File: config.mk
export PLATFORM = sky130hd
export DESIGN_NAME = sensor_ni_fifo_wrctrl_p
export DESIGN_NICKNAME = d
export VERILOG_FILES = /design/src/rtl/sensor_ni_pkg.sv /design/src/rtl/sensor_ni_interval_timer.sv /design/src/rtl/sensor_ni_fifo_wrctrl_p.sv
export SDC_FILE = /design/constraint.sdc
export NUM_CORES = 1
export LEC_CHECK = 0
export CAP_MARGIN = 20
export CELL_PAD_IN_SITES_DETAIL_PLACEMENT = 1
export CELL_PAD_IN_SITES_GLOBAL_PLACEMENT = 1
export CORE_ASPECT_RATIO = 2
export CORE_MARGIN = 1.5
export CORE_UTILIZATION = 38
export DETAILED_ROUTE_END_ITERATION = 8
export MAX_ROUTING_LAYER = met4
export PLACE_DENSITY_LB_ADDON = 0.1
export SETUP_SLACK_MARGIN = 0.5
export SLEW_MARGIN = 20
export SYNTH_ARGS = -nofsm -noshare
export SYNTH_HDL_FRONTEND = slang
export SYNTH_SLANG_ARGS = --single-unit
File: constraint.sdc
create_clock -name clk_division -period 3.3 [get_ports clk_division]
set_clock_uncertainty 0.05 [all_clocks]
set_input_delay 0.66 -clock clk_division [delete_from_list [all_inputs] [get_ports clk_division]]
set_output_delay 0.66 -clock clk_division [all_outputs]
set_load 0.1 [all_outputs]
File: src/rtl/sensor_ni_pkg.sv
// Shared types and helpers for the sensor network-interface FIFO write controller.
package sensor_ni_pkg;

  typedef enum logic [2:0] {
    IDLE = 3'd0,
    GAP  = 3'd1,
    ARM  = 3'd2,
    HEAD = 3'd3,
    DATA = 3'd4
  } ni_state_e;

  localparam logic [2:0] TAG_HEAD = 3'b000;
  localparam logic [2:0] TAG_DATA = 3'b110;

  // Widest flit the pack helper can build; callers truncate to their FLIT_W.
  localparam int FLIT_MAX_W = 64;

  // Place the 3-bit tag in the top bits of a flit_w-wide flit; payload sits
  // right-aligned and the bits in between stay zero.
  function automatic logic [FLIT_MAX_W-1:0] pack_flit(
    input logic [2:0]            tag,
    input logic [FLIT_MAX_W-1:0] payload,
    input int unsigned           flit_w
  );
    logic [FLIT_MAX_W-1:0] tag_ext;
    tag_ext   = {{(FLIT_MAX_W-3){1'b0}}, tag};
    pack_flit = payload | (tag_ext << (flit_w - 32'd3));
  endfunction

endpackage

File: src/rtl/sensor_ni_interval_timer.sv
// Loadable interval counter: captures the interval on load, counts up from
// zero while enabled and flags done when the count reaches the interval.
module sensor_ni_interval_timer #(
  parameter int RATE_W = 14
) (
  input  logic              clk_division,
  input  logic              rst_n,
  input  logic              clr,
  input  logic              load,
  input  logic              count_en,
  input  logic [RATE_W-1:0] rate_in,
  output logic              done
);

  logic [RATE_W-1:0] rate_q;
  logic [RATE_W-1:0] gap_cnt;

  // Interval capture and gap counting; clr wins over load and count.
  always_ff @(posedge clk_division or negedge rst_n) begin
    if (!rst_n) begin
      rate_q  <= {RATE_W{1'b0}};
      gap_cnt <= {RATE_W{1'b0}};
    end else if (clr) begin
      rate_q  <= {RATE_W{1'b0}};
      gap_cnt <= {RATE_W{1'b0}};
    end else if (load) begin
      rate_q  <= rate_in;
      gap_cnt <= {RATE_W{1'b0}};
    end else if (count_en && !done) begin
      gap_cnt <= gap_cnt + RATE_W'(1);
    end
  end

  assign done = (gap_cnt == rate_q);

endmodule

File: src/rtl/sensor_ni_fifo_wrctrl_p.sv
// Sensor NI FIFO write controller: after the FIFO drains, waits the injection
// interval, strobes the sensors, then walks every slot for NUM_FRAMES frames
// writing a header/data flit pair per enabled slot under FIFO backpressure.
module sensor_ni_fifo_wrctrl_p
  import sensor_ni_pkg::*;
#(
  parameter int FLIT_W      = 16,
  parameter int CORE_ADDR_W = 4,
  parameter int SLOT_IDX_W  = 4,
  parameter int FRAME_W     = 8,
  parameter int NUM_FRAMES  = 256,
  parameter int RATE_W      = 14
) (
  input  logic                     clk_division,
  input  logic                     rst_n,
  input  logic                     enable,
  input  logic [CORE_ADDR_W-1:0]   core_address,
  input  logic [RATE_W-1:0]        inject_rate,
  input  logic [(2**SLOT_IDX_W)-1:0] slot_mask,
  input  logic                     fifo_empty,
  input  logic                     fifo_full,
  output logic                     sample_en,
  output logic                     fifo_wr,
  output logic [FLIT_W-1:0]        fifo_data,
  output logic                     frame_done,
  output logic                     busy
);

  localparam int NSLOT = 2**SLOT_IDX_W;
  localparam logic [SLOT_IDX_W-1:0] LAST_SLOT  = SLOT_IDX_W'(NSLOT-1);
  localparam logic [FRAME_W-1:0]    LAST_FRAME = FRAME_W'(NUM_FRAMES-1);

  ni_state_e               state_r;
  logic [SLOT_IDX_W-1:0]   slot_idx_r;
  logic [FRAME_W-1:0]      frame_cnt_r;
  logic                    frame_done_r;

  logic                    gap_done_s;
  logic                    slot_on_s;
  logic                    step_s;
  logic                    wr_s;
  logic [FLIT_W-1:0]       data_s;

  sensor_ni_interval_timer #(
    .RATE_W (RATE_W)
  ) u_gap_timer (
    .clk_division (clk_division),
    .rst_n        (rst_n),
    .clr          (!enable),
    .load         (enable && fifo_empty && (state_r == IDLE)),
    .count_en     (state_r == GAP),
    .rate_in      (inject_rate),
    .done         (gap_done_s)
  );

  assign slot_on_s = slot_mask[slot_idx_r];

  // Slot advance happens on a skipped header or on an accepted data flit.
  always_comb begin
    step_s = 1'b0;
    if ((state_r == HEAD) && !slot_on_s) begin
      step_s = 1'b1;
    end else if ((state_r == DATA) && !fifo_full) begin
      step_s = 1'b1;
    end else begin
      step_s = 1'b0;
    end
  end

  // Write strobe and flit; both are forced low outside an accepted write slot.
  always_comb begin
    wr_s   = 1'b0;
    data_s = {FLIT_W{1'b0}};
    case (state_r)
      HEAD: begin
        if (enable && !fifo_full && slot_on_s) begin
          wr_s   = 1'b1;
          data_s = FLIT_W'(pack_flit(TAG_HEAD, FLIT_MAX_W'({core_address, slot_idx_r}), FLIT_W));
        end else begin
          wr_s   = 1'b0;
          data_s = {FLIT_W{1'b0}};
        end
      end
      DATA: begin
        if (enable && !fifo_full) begin
          wr_s   = 1'b1;
          data_s = FLIT_W'(pack_flit(TAG_DATA, FLIT_MAX_W'(frame_cnt_r), FLIT_W));
        end else begin
          wr_s   = 1'b0;
          data_s = {FLIT_W{1'b0}};
        end
      end
      default: begin
        wr_s   = 1'b0;
        data_s = {FLIT_W{1'b0}};
      end
    endcase
  end

  // Main FSM with slot/frame counters and the end-of-burst pulse.
  always_ff @(posedge clk_division or negedge rst_n) begin
    if (!rst_n) begin
      state_r      <= IDLE;
      slot_idx_r   <= {SLOT_IDX_W{1'b0}};
      frame_cnt_r  <= {FRAME_W{1'b0}};
      frame_done_r <= 1'b0;
    end else if (!enable) begin
      state_r      <= IDLE;
      slot_idx_r   <= {SLOT_IDX_W{1'b0}};
      frame_cnt_r  <= {FRAME_W{1'b0}};
      frame_done_r <= 1'b0;
    end else begin
      frame_done_r <= 1'b0;
      case (state_r)
        IDLE: begin
          if (fifo_empty) state_r <= GAP;
        end
        GAP: begin
          if (gap_done_s) state_r <= ARM;
        end
        ARM: begin
          slot_idx_r  <= {SLOT_IDX_W{1'b0}};
          frame_cnt_r <= {FRAME_W{1'b0}};
          state_r     <= HEAD;
        end
        HEAD, DATA: begin
          if (step_s) begin
            if ((slot_idx_r == LAST_SLOT) && (frame_cnt_r == LAST_FRAME)) begin
              state_r      <= IDLE;
              slot_idx_r   <= {SLOT_IDX_W{1'b0}};
              frame_cnt_r  <= {FRAME_W{1'b0}};
              frame_done_r <= 1'b1;
            end else begin
              slot_idx_r <= slot_idx_r + SLOT_IDX_W'(1);
              if (slot_idx_r == LAST_SLOT) frame_cnt_r <= frame_cnt_r + FRAME_W'(1);
              state_r <= HEAD;
            end
          end else if ((state_r == HEAD) && !fifo_full) begin
            state_r <= DATA;
          end
        end
        default: begin
          state_r <= IDLE;
        end
      endcase
    end
  end

  assign sample_en  = enable && (state_r == ARM);
  assign fifo_wr    = wr_s;
  assign fifo_data  = data_s;
  assign frame_done = frame_done_r;
  assign busy       = (state_r != IDLE);

endmodule

==> results.md <==
- Seq/Total Area, Yosys: 39.0%
- Kind of end point of the critical path: output port
- Worst Setup Path Type: flip-flop to output port
- Core Area: 7210 um2
- Overall Global Routing Usage: 24.2%
- Flop2flop setup slack: 0.64 ns
- CTS H-tree lvls: 2
- Vias: 2725
- Routed WL: 9100 um
- Hpwl dp: 6910 um
- CTS tree: done
- Final period util: 87.9%
- Startpoint types: flip-flop
- Final global-route overflow total: 0
- Via-to-Cell Ratio: 5.54
- Number of synthesized flops with an enable pin: 0
- Synth area leaders: dfrtp_1, xnor2_1, nand2_1
- Largest net degree at the start of global routing: 45
- Fin. Hold Viols: 0
- Reg2Reg Depth: 10
- Pleak: 1.69 nW
- Die Ht: 125 um
- Slew margin rel.: 59.0%
- Max_cap viols: 0
- Post-Layout Cell Count: 492
- Required time of the worst setup path: 2.59 ns
- Max clock buf depth: 2
- Unique cell type count in the Yosys netlist: 53
- Initial antenna violation count: 0
- Residual DRC: 0
- Die Area: 7990 um2
- Finished Cell Area: 4000 um2
- Ys Warns: 0
- Clock root buffer: clkbuf_16
- Yosys top cell area share: 39.0%
- Cells after Synth: 329
- CP arrival: 2.19 ns
- Post-place setup slack: -0.0554 ns
- Clock transition at path regs: 0.07 ns
- Fin worst setup slack: 0.400 ns
- FMAX: 345 MHz
- Slew @ Worst Pin: 0.615 ns
- Post-synthesis register bit count: 44
- Initial Util: 39.2%
- RSZ-0062 raised after global routing: yes
- Max-slew violations: 0
- Pre-Repair DR Iteration Count: 5
- Min-Delay Path Class: primary input to asynchronous set/reset pin
- Diodes inserted: 0
- Pwr Density: 494 nW/um2
- Ys async rst share: 100%
- Fill cell total of the finished layout: 836
- NumNets Final: 441
- Cells after DPL: 466
- CP max FO: 8
- VDD IR-drop max: 0.572 mV
- Final worst path period need: 2.90 ns
- First-pass GRT wire length: 14500 um
- Mean post-synth cell area: 8.59 um2
- Synth area leader: dfrtp_1
- Worst skew pair latency: 0.29 ns
- Num ports: 59
- PortBufs: 52
- Layout area overhead: 41.7%
- Routed WL per cell: 18.5 um
- Post-DRT Antenna Nets: 0
- Total CTS buffers: 5
- Ys flop type: dfrtp_1
- Final setup viols: 0
- Final Wtd Congestion: 0.827
- Synthesized area: 2830 um2
- Outcome: finished, final reports clean
- Starting DRT DRC Count: 101
- Row count: 44
- Post-place instance area: 3630 um2
- Sink Count: 44
- Chip Width: 64.0 um
- Layout cells sized above 1: 22.8%
- Vias in the first global route: 2997
## critical path: stages (launching register included)
cell	delay, ns
dfrtp_2	0.45
buf_4	0.15
buf_4	0.13
mux4_2	0.30
o21ai_4	0.16
nand2_2	0.07
and3_4	0.20
a22o_4	0.27
buf_12	0.16
## metrics by stage
| stage | util [%] | hold WS (ns) | power, W | TNS [ns] |
|---|---|---|---|---|
| 3_5_place_dp | 50.3 | 0.495 | 0.00138 | -0.387 |
| 3_3_place_gp | 50.3 | 0.482 | 0.00135 | -0.165 |
| 5_1_grt | 55.5 | 0.349 | 0.00207 | 0 |
| 4_1_cts | 54.6 | 0.507 | 0.00199 | 0 |
| 6_report | 55.5 | 0.303 | 0.00198 | 0 |
| 2_1_floorplan | - | 0.314 | 0.00115 | 0 |
## worst paths after layout
check | to | start
max | fifo_data[7] | slot_idx_r[1]$_DFFE_PN0P_
min reg2reg | u_gap_timer.rate_q[10]$_DFFE_PN0P_ | u_gap_timer.rate_q[10]$_DFFE_PN0P_
min | slot_idx_r[0]$_DFFE_PN0P_ | rst_n
max reg2reg | frame_cnt_r[7]$_DFFE_PN0P_ | slot_idx_r[1]$_DFFE_PN0P_
max in group asynchronous | slot_idx_r[2]$_DFFE_PN0P_ | rst_n
min in group clk_division | u_gap_timer.rate_q[10]$_DFFE_PN0P_ | u_gap_timer.rate_q[10]$_DFFE_PN0P_
## routing by layer
| metal | part of all wire [%] | up-vias | routed length, um | global-route usage [%] |
|---|---|---|---|---|
| li1 | - | 1278 | - | - |
| met1 | 31 | 1369 | 2820 | 19.9 |
| met2 | 62 | 52 | 5630 | 48.4 |
| met3 | 2.3 | 26 | 207 | 2.97 |
| met4 | 4.9 | 0 | 444 | 13.4 |
| met5 | 0 | - | 0 | - |
## layout by cell type, fill, tap and decap left out, types with 2 or more instances in the layout
master | Yosys | routed
and3_1 | 7 | 6
mux2i_1 | 6 | 2
buf_12 | 0 | 12
nor2b_2 | 0 | 2
or2_1 | 4 | 3
buf_6 | 0 | 5
dlygate4sd2_1 | 0 | 14
nand2b_1 | 7 | 6
nand2_1 | 52 | 51
dfrtp_1 | 44 | 40
nor4_1 | 6 | 6
conb_1 | 1 | 6
nand3_1 | 8 | 7
o21ai_0 | 2 | 2
a22oi_2 | 0 | 2
xnor2_1 | 25 | 25
a21oi_1 | 7 | 6
ha_1 | 3 | 3
nor2b_1 | 4 | 2
clkdlybuf4s50_1 | 0 | 19
dfrtp_2 | 0 | 4
nor2_1 | 28 | 27
inv_1 | 7 | 7
a31o_1 | 2 | 2
buf_2 | 4 | 2
nand4_1 | 5 | 5
a22oi_1 | 4 | 2
o31ai_1 | 7 | 7
mux2i_2 | 0 | 3
nor3_1 | 4 | 4
a22o_4 | 0 | 7
buf_4 | 8 | 30
a31oi_1 | 3 | 3
o21ai_1 | 30 | 30
or4_1 | 2 | 2
and2_1 | 5 | 4
clkbuf_16 | 0 | 5
nor3b_1 | 3 | 3
## repair_timing
action,in CTS,in global routing
pin swaps,10,5
setup endpoints to repair,9,9
hold endpoints to repair,0,0
buffers inserted,11,7
hold buffers,0,0
resized for setup,51,2
## power by group
part	switching (W)	internal, W
clock	0.000227	0.000360
sequential	0.0000828	0.000596
combinational	0.000452	0.000259
## final cells by class
cell class / instances / area, um2 / share of cell area, %
Tap cell: 92 / 115 / 2.87
Multi-Input combinational cell: 259 / 1740 / 43.5
Clock inverter: 3 / 46.3 / 1.16
Sequential cell: 44 / 1110 / 27.6
Timing Repair Buffer: 82 / 845 / 21.1
Clock buffer: 5 / 125 / 3.13
Inverter: 7 / 26.3 / 0.656
## state kept, by name (all words and copies together), names as in the netlist
register,flops
state_r,3
u_gap_timer.rate_q,14
frame_done,1
frame_cnt_r,8
slot_idx_r,4
u_gap_timer.gap_cnt,14
## synthesized netlist by cell type (2+ instances only)
master / count
o31ai_1: 7
nand2_1: 52
o21ai_0: 2
a31oi_1: 3
or4_1: 2
and2_1: 5
nand3_1: 8
o21ai_1: 30
nor3_1: 4
buf_2: 4
a22o_1: 7
dfrtp_1: 44
nor2_1: 28
buf_4: 8
a21oi_1: 7
a31o_1: 2
mux2i_1: 6
clkbuf_1: 10
inv_1: 7
and3_1: 7
buf_1: 2
ha_1: 3
nor3b_1: 3
a22oi_1: 4
nand4_1: 5
nor2b_1: 4
xnor2_1: 25
nand2b_1: 7
nor4_1: 6
or2_1: 4
## kinds of logic after synthesis
kind of cell / count (synthesis) / share of synthesized area, %
AOI/OAI and AO/OA: 75 / 18.2
xor gates and xnor gates: 25 / 7.75
DFF: 44 / 39.0
other: 1 / 0.133
adders and majority gates: 3 / 1.33
muxes: 8 / 3.32
buffers and inverters: 31 / 5.36
and+or+nand+nor: 142 / 25.0
Power figures use the tool's default switching activity.
